===== src/rtl/add_sub_pipe_if.sv =====
// Operand/result handshake bundle for add_sub_pipe.
// The producer/consumer side uses master; the pipeline itself uses slave.
interface add_sub_pipe_if #(
    parameter int WIDTH = 16
);
    logic             in_valid;
    logic             in_ready;
    logic [WIDTH-1:0] a;
    logic [WIDTH-1:0] b;
    logic             c_in;
    logic             sub;
    logic             out_valid;
    logic             out_ready;
    logic [WIDTH-1:0] s;
    logic             c_out;
    logic             ovf;

    modport master (
        output in_valid, a, b, c_in, sub, out_ready,
        input  in_ready, out_valid, s, c_out, ovf
    );

    modport slave (
        input  in_valid, a, b, c_in, sub, out_ready,
        output in_ready, out_valid, s, c_out, ovf
    );
endinterface


===== src/rtl/add_sub_pipe.sv =====
// Segmented ripple adder/subtractor: SEG bits per stage, NSTG = WIDTH/SEG stages,
// valid/ready flow with a global stall that freezes every stage.
module add_sub_pipe #(
    parameter int WIDTH = 16,
    parameter int SEG   = 4
) (
    input  logic          CLK,
    input  logic          RST_N,
    add_sub_pipe_if.slave bus
);
    localparam int NSTG = WIDTH / SEG;

    logic stall;
    logic ovf_d, ovf_q;

    // Each stage word is {a_rem, bx_rem, sum_done}: the segment adder overwrites the
    // low bx segment in place and the consumed a segment is squeezed out, so the
    // word shrinks by SEG bits per stage and ends up as exactly the WIDTH-bit sum.
    for (genvar k = 0; k < NSTG; k++) begin : g_stg
        localparam int RW = WIDTH - k * SEG;
        localparam int IW = WIDTH + RW;
        localparam int OW = IW - SEG;
        localparam int BP = k * SEG;
        localparam int AP = BP + RW;
        localparam logic [IW-1:0] LO_MASK = (IW'(1) << AP) - IW'(1);

        logic [IW-1:0] pk_in;
        logic [IW-1:0] merged;
        logic          cy_in;
        logic          vld_in;
        logic [SEG:0]  seg_add;
        logic [OW-1:0] pk_d, pk_q;
        logic          cy_d, cy_q;
        logic          vld_d, vld_q;

        if (k == 0) begin : g_src
            assign pk_in  = {bus.a, (bus.sub ? ~bus.b : bus.b)};
            assign cy_in  = bus.sub | bus.c_in;
            assign vld_in = bus.in_valid;
        end else begin : g_src
            assign pk_in  = g_stg[k-1].pk_q;
            assign cy_in  = g_stg[k-1].cy_q;
            assign vld_in = g_stg[k-1].vld_q;
        end

        always_comb begin
            seg_add = {1'b0, pk_in[AP +: SEG]} + {1'b0, pk_in[BP +: SEG]}
                    + {{SEG{1'b0}}, cy_in};
            merged = pk_in;
            merged[BP +: SEG] = seg_add[SEG-1:0];
            pk_d  = pk_q;
            cy_d  = cy_q;
            vld_d = vld_q;
            if (!stall) begin
                pk_d  = OW'((merged & LO_MASK) | ((merged >> (AP + SEG)) << AP));
                cy_d  = seg_add[SEG];
                vld_d = vld_in;
            end
        end

        always_ff @(posedge CLK) begin
            if (!RST_N) begin
                pk_q  <= '0;
                cy_q  <= 1'b0;
                vld_q <= 1'b0;
            end else begin
                pk_q  <= pk_d;
                cy_q  <= cy_d;
                vld_q <= vld_d;
            end
        end
    end

    assign stall = g_stg[NSTG-1].vld_q & ~bus.out_ready;

    // Carry into the MSB is recovered from the MSB sum bit and the two MSB operand bits.
    always_comb begin
        ovf_d = ovf_q;
        if (!stall) begin
            ovf_d = g_stg[NSTG-1].seg_add[SEG-1]
                  ^ g_stg[NSTG-1].pk_in[WIDTH+SEG-1]
                  ^ g_stg[NSTG-1].pk_in[WIDTH-1]
                  ^ g_stg[NSTG-1].seg_add[SEG];
        end
    end

    always_ff @(posedge CLK) begin
        if (!RST_N) begin
            ovf_q <= 1'b0;
        end else begin
            ovf_q <= ovf_d;
        end
    end

    assign bus.in_ready  = ~stall;
    assign bus.out_valid = g_stg[NSTG-1].vld_q;
    assign bus.s         = g_stg[NSTG-1].pk_q;
    assign bus.c_out     = g_stg[NSTG-1].cy_q;
    assign bus.ovf       = ovf_q;
endmodule


===== src/flat_wrapper.sv =====
// flat-port wrapper written by rule: the top's interface ports become plain ports
module add_sub_pipe_flat 
#(
    parameter int WIDTH = 16,
    parameter int SEG   = 4
)
  (CLK, RST_N, bus_in_valid, bus_a, bus_b, bus_c_in, bus_sub, bus_out_ready, bus_in_ready, bus_out_valid, bus_s, bus_c_out, bus_ovf);
  add_sub_pipe_if #(.WIDTH(WIDTH)) bus_i ();
  input  logic CLK;
  input  logic RST_N;
  input wire logic [$bits(bus_i.in_valid)-1:0] bus_in_valid;
  input wire logic [$bits(bus_i.a)-1:0] bus_a;
  input wire logic [$bits(bus_i.b)-1:0] bus_b;
  input wire logic [$bits(bus_i.c_in)-1:0] bus_c_in;
  input wire logic [$bits(bus_i.sub)-1:0] bus_sub;
  input wire logic [$bits(bus_i.out_ready)-1:0] bus_out_ready;
  output wire logic [$bits(bus_i.in_ready)-1:0] bus_in_ready;
  output wire logic [$bits(bus_i.out_valid)-1:0] bus_out_valid;
  output wire logic [$bits(bus_i.s)-1:0] bus_s;
  output wire logic [$bits(bus_i.c_out)-1:0] bus_c_out;
  output wire logic [$bits(bus_i.ovf)-1:0] bus_ovf;
  assign bus_i.in_valid = bus_in_valid;
  assign bus_i.a = bus_a;
  assign bus_i.b = bus_b;
  assign bus_i.c_in = bus_c_in;
  assign bus_i.sub = bus_sub;
  assign bus_i.out_ready = bus_out_ready;
  assign bus_in_ready = bus_i.in_ready;
  assign bus_out_valid = bus_i.out_valid;
  assign bus_s = bus_i.s;
  assign bus_c_out = bus_i.c_out;
  assign bus_ovf = bus_i.ovf;
  add_sub_pipe #(.WIDTH(WIDTH), .SEG(SEG)) u_core (.CLK(CLK), .RST_N(RST_N), .bus(bus_i));
endmodule

===== config.mk =====
export PLATFORM = sky130hd
export DESIGN_NAME = add_sub_pipe_flat
export DESIGN_NICKNAME = d
export VERILOG_FILES = /design/src/rtl/add_sub_pipe_if.sv /design/src/rtl/add_sub_pipe.sv /design/src/flat_wrapper.sv
export SDC_FILE = /design/constraint.sdc
export NUM_CORES = 1
export LEC_CHECK = 0
export ABC_AREA = 1
export CAP_MARGIN = 10
export CORE_ASPECT_RATIO = 0.9
export CORE_MARGIN = 2
export CORE_UTILIZATION = 27
export CTS_CLUSTER_DIAMETER = 200
export DETAILED_ROUTE_END_ITERATION = 6
export GPL_TIMING_DRIVEN = 0
export MAX_ROUTING_LAYER = met4
export PLACE_DENSITY = 0.45
export RECOVER_POWER = 100
export SYNTH_ARGS = -nofsm -noshare
export SYNTH_HDL_FRONTEND = slang
export SYNTH_SLANG_ARGS = --single-unit
export TNS_END_PERCENT = 50

===== constraint.sdc =====
create_clock -name CLK -period 3.25 [get_ports CLK]
set_input_delay 0.65 -clock CLK [delete_from_list [all_inputs] [get_ports CLK]]
set_output_delay 0.65 -clock CLK [all_outputs]
set_load 0.1 [all_outputs]

[Word-level counts from Yosys, hierarchy flattened]
Cells that the tools add are included.
Word-level totals
  flip-flop bits (word level): 97
  input port bits: 38
  output and inout bits: 20
Cells by class
  add/sub/neg operators: 8
  multiplexer cells: 1
  bitwise operators: 11
Operators by type and width (count)
  $or 16x28->28: 1
  $or 16x24->24: 1
  $add 4x4->5: 4
  $add 5x1->5: 4
  $or 16x20->20: 1
  $mux 16: 1
  $not 16->16: 1
  $xor 1x1->1: 3
  $not 1->1: 2
  $and 1x1->1: 1
  $or 1x1->1: 1

[Longest topological paths before layout]
  depth after elaboration: 5
  gate-level depth with buffers: 11

[Worst setup path after synthesis]
No wires, ideal clock.
  kind: input to register
  from: in bus_sub
  to: reg u_core.g_stg[0].cy_q
  setup time: 0.117 ns
  arrival time: 2.458 ns
  path slack: 0.675 ns
  stages on the path: 9
  path through: buf_2 > buf_4 > or2_2 > fa_1 > fa_1 > a21oi_1 > nor2_1 > nor3_1 > nor2_1
Between the ends
  word-level cells in the longest chain between the ends: 3
  elaborated cells between the ends (all ways): 4
  those cells by class: add/sub: 2; mux: 1; bitwise: 1
Ends and longest elaborated chain
  from (decl): RTL line flat_wrapper.sv:15  | input wire logic [$bits(bus_i.sub)-1:0] bus_sub;
  $mux 16: RTL line add_sub_pipe.sv:37  | assign pk_in = {bus.a, (bus.sub ? ~bus.b : bus.b)};
  $add 4x4->5: RTL line add_sub_pipe.sv:47  | seg_add = {1'b0, pk_in[AP +: SEG]} + {1'b0, pk_in[BP +: SEG]}
  $add 5x1->5 *: RTL line add_sub_pipe.sv:48  | + {{SEG{1'b0}}, cy_in};
  to (signal assigned): RTL line add_sub_pipe.sv:68  | cy_q <= cy_d;
  to (decl): RTL line add_sub_pipe.sv:33  | logic cy_d, cy_q;
Every way passes the cells marked *; elsewhere a longest branch is shown, timed or not.
A chain may end at the register's enable or synchronous reset.

[Final worst setup path]
  from: in bus_out_ready
  to: out bus_in_ready
Between the ends
  word-level cells in the longest chain between the ends: 3
Ends and longest elaborated chain
  from (decl): RTL line flat_wrapper.sv:16  | input wire logic [$bits(bus_i.out_ready)-1:0] bus_out_ready;
  $not 1->1: RTL line add_sub_pipe.sv:74  | assign stall = g_stg[NSTG-1].vld_q & ~bus.out_ready;
  $and 1x1->1: RTL line add_sub_pipe.sv:74
  $not 1->1: RTL line add_sub_pipe.sv:95  | assign bus.in_ready = ~stall;
  to (decl): RTL line flat_wrapper.sv:17  | output wire logic [$bits(bus_i.in_ready)-1:0] bus_in_ready;
Every way passes these cells.

==> results.cfg <==
[finish]
nets = 624
instances_no_fill = 768
drive_gt1_share_pct = 4.21
area_delta_synth_final_pct = 26.5
n_antenna_cell = 0

[setup_path]
crit_path_start_kind = input pin
worst-path-max-fanout = 10
regToRegEndpoint = u_core.bus.ovf
r2r_setup_slack_ps = 1300
r2r_cells = 11
arrival_ps = 2410
reg2reg_from = u_core.g_stg[2].cy_q
crit_end = bus_in_ready
end_kind = output pin
critPathLaunch = bus_out_ready
critPathKind = in2out
crit_required_ps = 2600

[routing]
vias_per_cell = 4.44
vias = 3413
ant_nets = 0
drtPass1Iterations = 4
drc = 0
drt-initial-drc-count = 120
routed_wl_um = 10600
routedWlPerCell_um = 13.8

[cts]
cts_setup_buffers = 0
clockRootBuffer = clkbuf_16
clock_latency_ps = 350
numCtsBuffers = 9
cts_resized = 3
htree_num_levels = 3
clock-sinks = 97
clk_pin_slew_ps = 60
cts_buffer_depth = 2
ctsHoldBuffers = 0
cts_tree = done

[synth]
synthTopCellsByCount = nor2_1 (130), dfxtp_1 (97), o21ai_0 (82), a21oi_1 (39), inv_1 (28)
ys_warn_count = 0
ys.flop_type = dfxtp_1
ys_seq_area_share_pct = 48.2
yosys.area.top_type = dfxtp_1
synth_edf_count = 0
synthArstFlopShare_pct = 0
synth_top_cell_area_share_pct = 48.2
synth_area_sq_mm = 0.00403
synth_fp_nets = 558
avgSynthCellArea_sq_um = 8.07
ys_ff_latch = 97
synthCells = 500
post-synth-top-count-cell = nor2_1
synthTopCellsByArea = dfxtp_1 (48%), nor2_1 (12%), o21ai_0 (10%)
synthDistinctLibCells = 24

[power_and_ir_drop]
ir_drop_mv = 0.255
power_density_mw_per_mm2 = 543
power.leakage_uw = 0.00230
finalPower_uw = 2770

[hold_path]
hp-start = u_core.bus.s[15]
hold_class = reg2reg

[global_routing]
grt_pass1_wl_um = 17000
grt_overflow = 0
grt_max_degree = 15
grt_pass1_vias = 3341
grt_usage_pct = 14.3
antenna_found_initial = 0

[sta]
finalCritPeriodShare_pct = 94.2
tightest_slew_ps = 980
period_needed_ps = 3060
slew_violations = 0
max_freq_mhz = 327
setup_viol = 0
finalHoldViolCount = 0
rsz0062_at_grt = false
fin_skew_ps = 7.85
maxSlewHeadroom_pct = 34.5

[place]
place_congestion = 0.831
dpl.hpwl_um = 7880
port_buffers = 55
dp_cells = 753

[die]
die_w_um = 133
start_util_pct = 27.5
die-area_sq_mm = 0.0159
io_pins = 58
fp.dieH_um = 120
core_sq_mm = 0.0147
row_count = 42

[outcome]
outcome = complete, no violations

[run]
maxCapViolations = 0
==> stage by stage <==
stage | hold WS (ps) | TNS, ps | setup slack (ps) | cell area (sq um) | util [%]
finish | 466 | 0 | 189 | 5100 | 34.8
global route | 503 | 0 | 72.8 | 5100 | 34.8
CTS | 461 | 0 | 201 | 5110 | 34.9
detailed placement | 449 | -367 | -367 | 4830 | 32.9
global placement | 447 | -359 | -359 | 4830 | 32.9
floorplan | 421 | 0 | 675 | 4030 | -
==> final cells by class <==
cell class              instances  area [sq um]
clock buffers                  13           270
multi-input cells             342          1840
repair buffers                 55           552
clock inverters                 2          12.5
fillers                      1568          9560
plain buffers                  32           134
inverters                      29           109
flip-flops and latches         97          1940
well taps                     198           248
==> power breakdown <==
part	internal [uW]	switching, uW
logic	156	273
clock network	576	433
registers	1280	51.7
==> registers in the layout, indices dropped and copies added (netlist names) <==
| signal | cells |
|---|---|
| u_core.bus.s | 16 |
| u_core.bus.ovf | 1 |
| u_core.bus.c_out | 1 |
| u_core.g_stg.cy_q | 3 |
| u_core.g_stg.pk_q | 72 |
| u_core.g_stg.vld_q | 3 |
| u_core.bus.out_valid | 1 |
==> cell families (layout without fill, tap and decap cells) <==
kind of cell	count (synthesis)	in the layout	share of synthesized area, %
AOI/OAI and AO/OA	135	135	17.1
xor gates and xnor gates	21	21	4.56
adders and majority gates	20	20	7.69
buffers and inverters	61	131	6.33
DFF	97	97	48.2
and+or+nand+nor	166	166	16.2
==> worst min path at each step <==
stage                          endpoint  slack, ps  cells after the start
2_1_floorplan  u_core.g_stg[1].pk_q[10]        420                      2
3_3_place_gp   u_core.g_stg[1].pk_q[10]        450                      2
3_5_place_dp   u_core.g_stg[1].pk_q[10]        450                      2
4_1_cts        u_core.g_stg[1].pk_q[10]        460                      2
5_1_grt        u_core.g_stg[1].pk_q[16]        500                      2
6_report               u_core.bus.s[15]        470                      2
==> cells in the final DEF, fill, tap and decap left out, types with 3 or more instances in the layout <==
cell	Yosys	routed
fa_1	8	8
dfxtp_1	97	97
xor2_1	7	7
o211ai_1	3	3
clkbuf_8	0	3
inv_1	28	28
dlygate4sd3_1	0	19
clkbuf_1	17	26
clkdlybuf4s50_1	0	35
buf_2	12	4
o21ai_0	82	82
ha_1	12	12
o21ai_1	9	9
nor2_1	130	130
clkbuf_16	0	9
xnor2_1	14	14
nand2_1	18	18
nand3_1	15	15
a21oi_1	39	39
==> critical path, stage by stage <==
cell and delay (ps):
clkdlybuf4s50_1 510, nor2_4 90, inv_2 110, buf_6 170, clkbuf_2 260, clkdlybuf4s15_2 600
==> per-layer routing <==
metal	vias to the layer above	track usage [%]	routed length (um)
met5	-	-	0
met4	0	4.44	170
met3	14	3.93	480
met2	77	21.8	4700
met1	1559	18.5	5250
li1	1763	-	-
(Power assumes the default switching activity.)
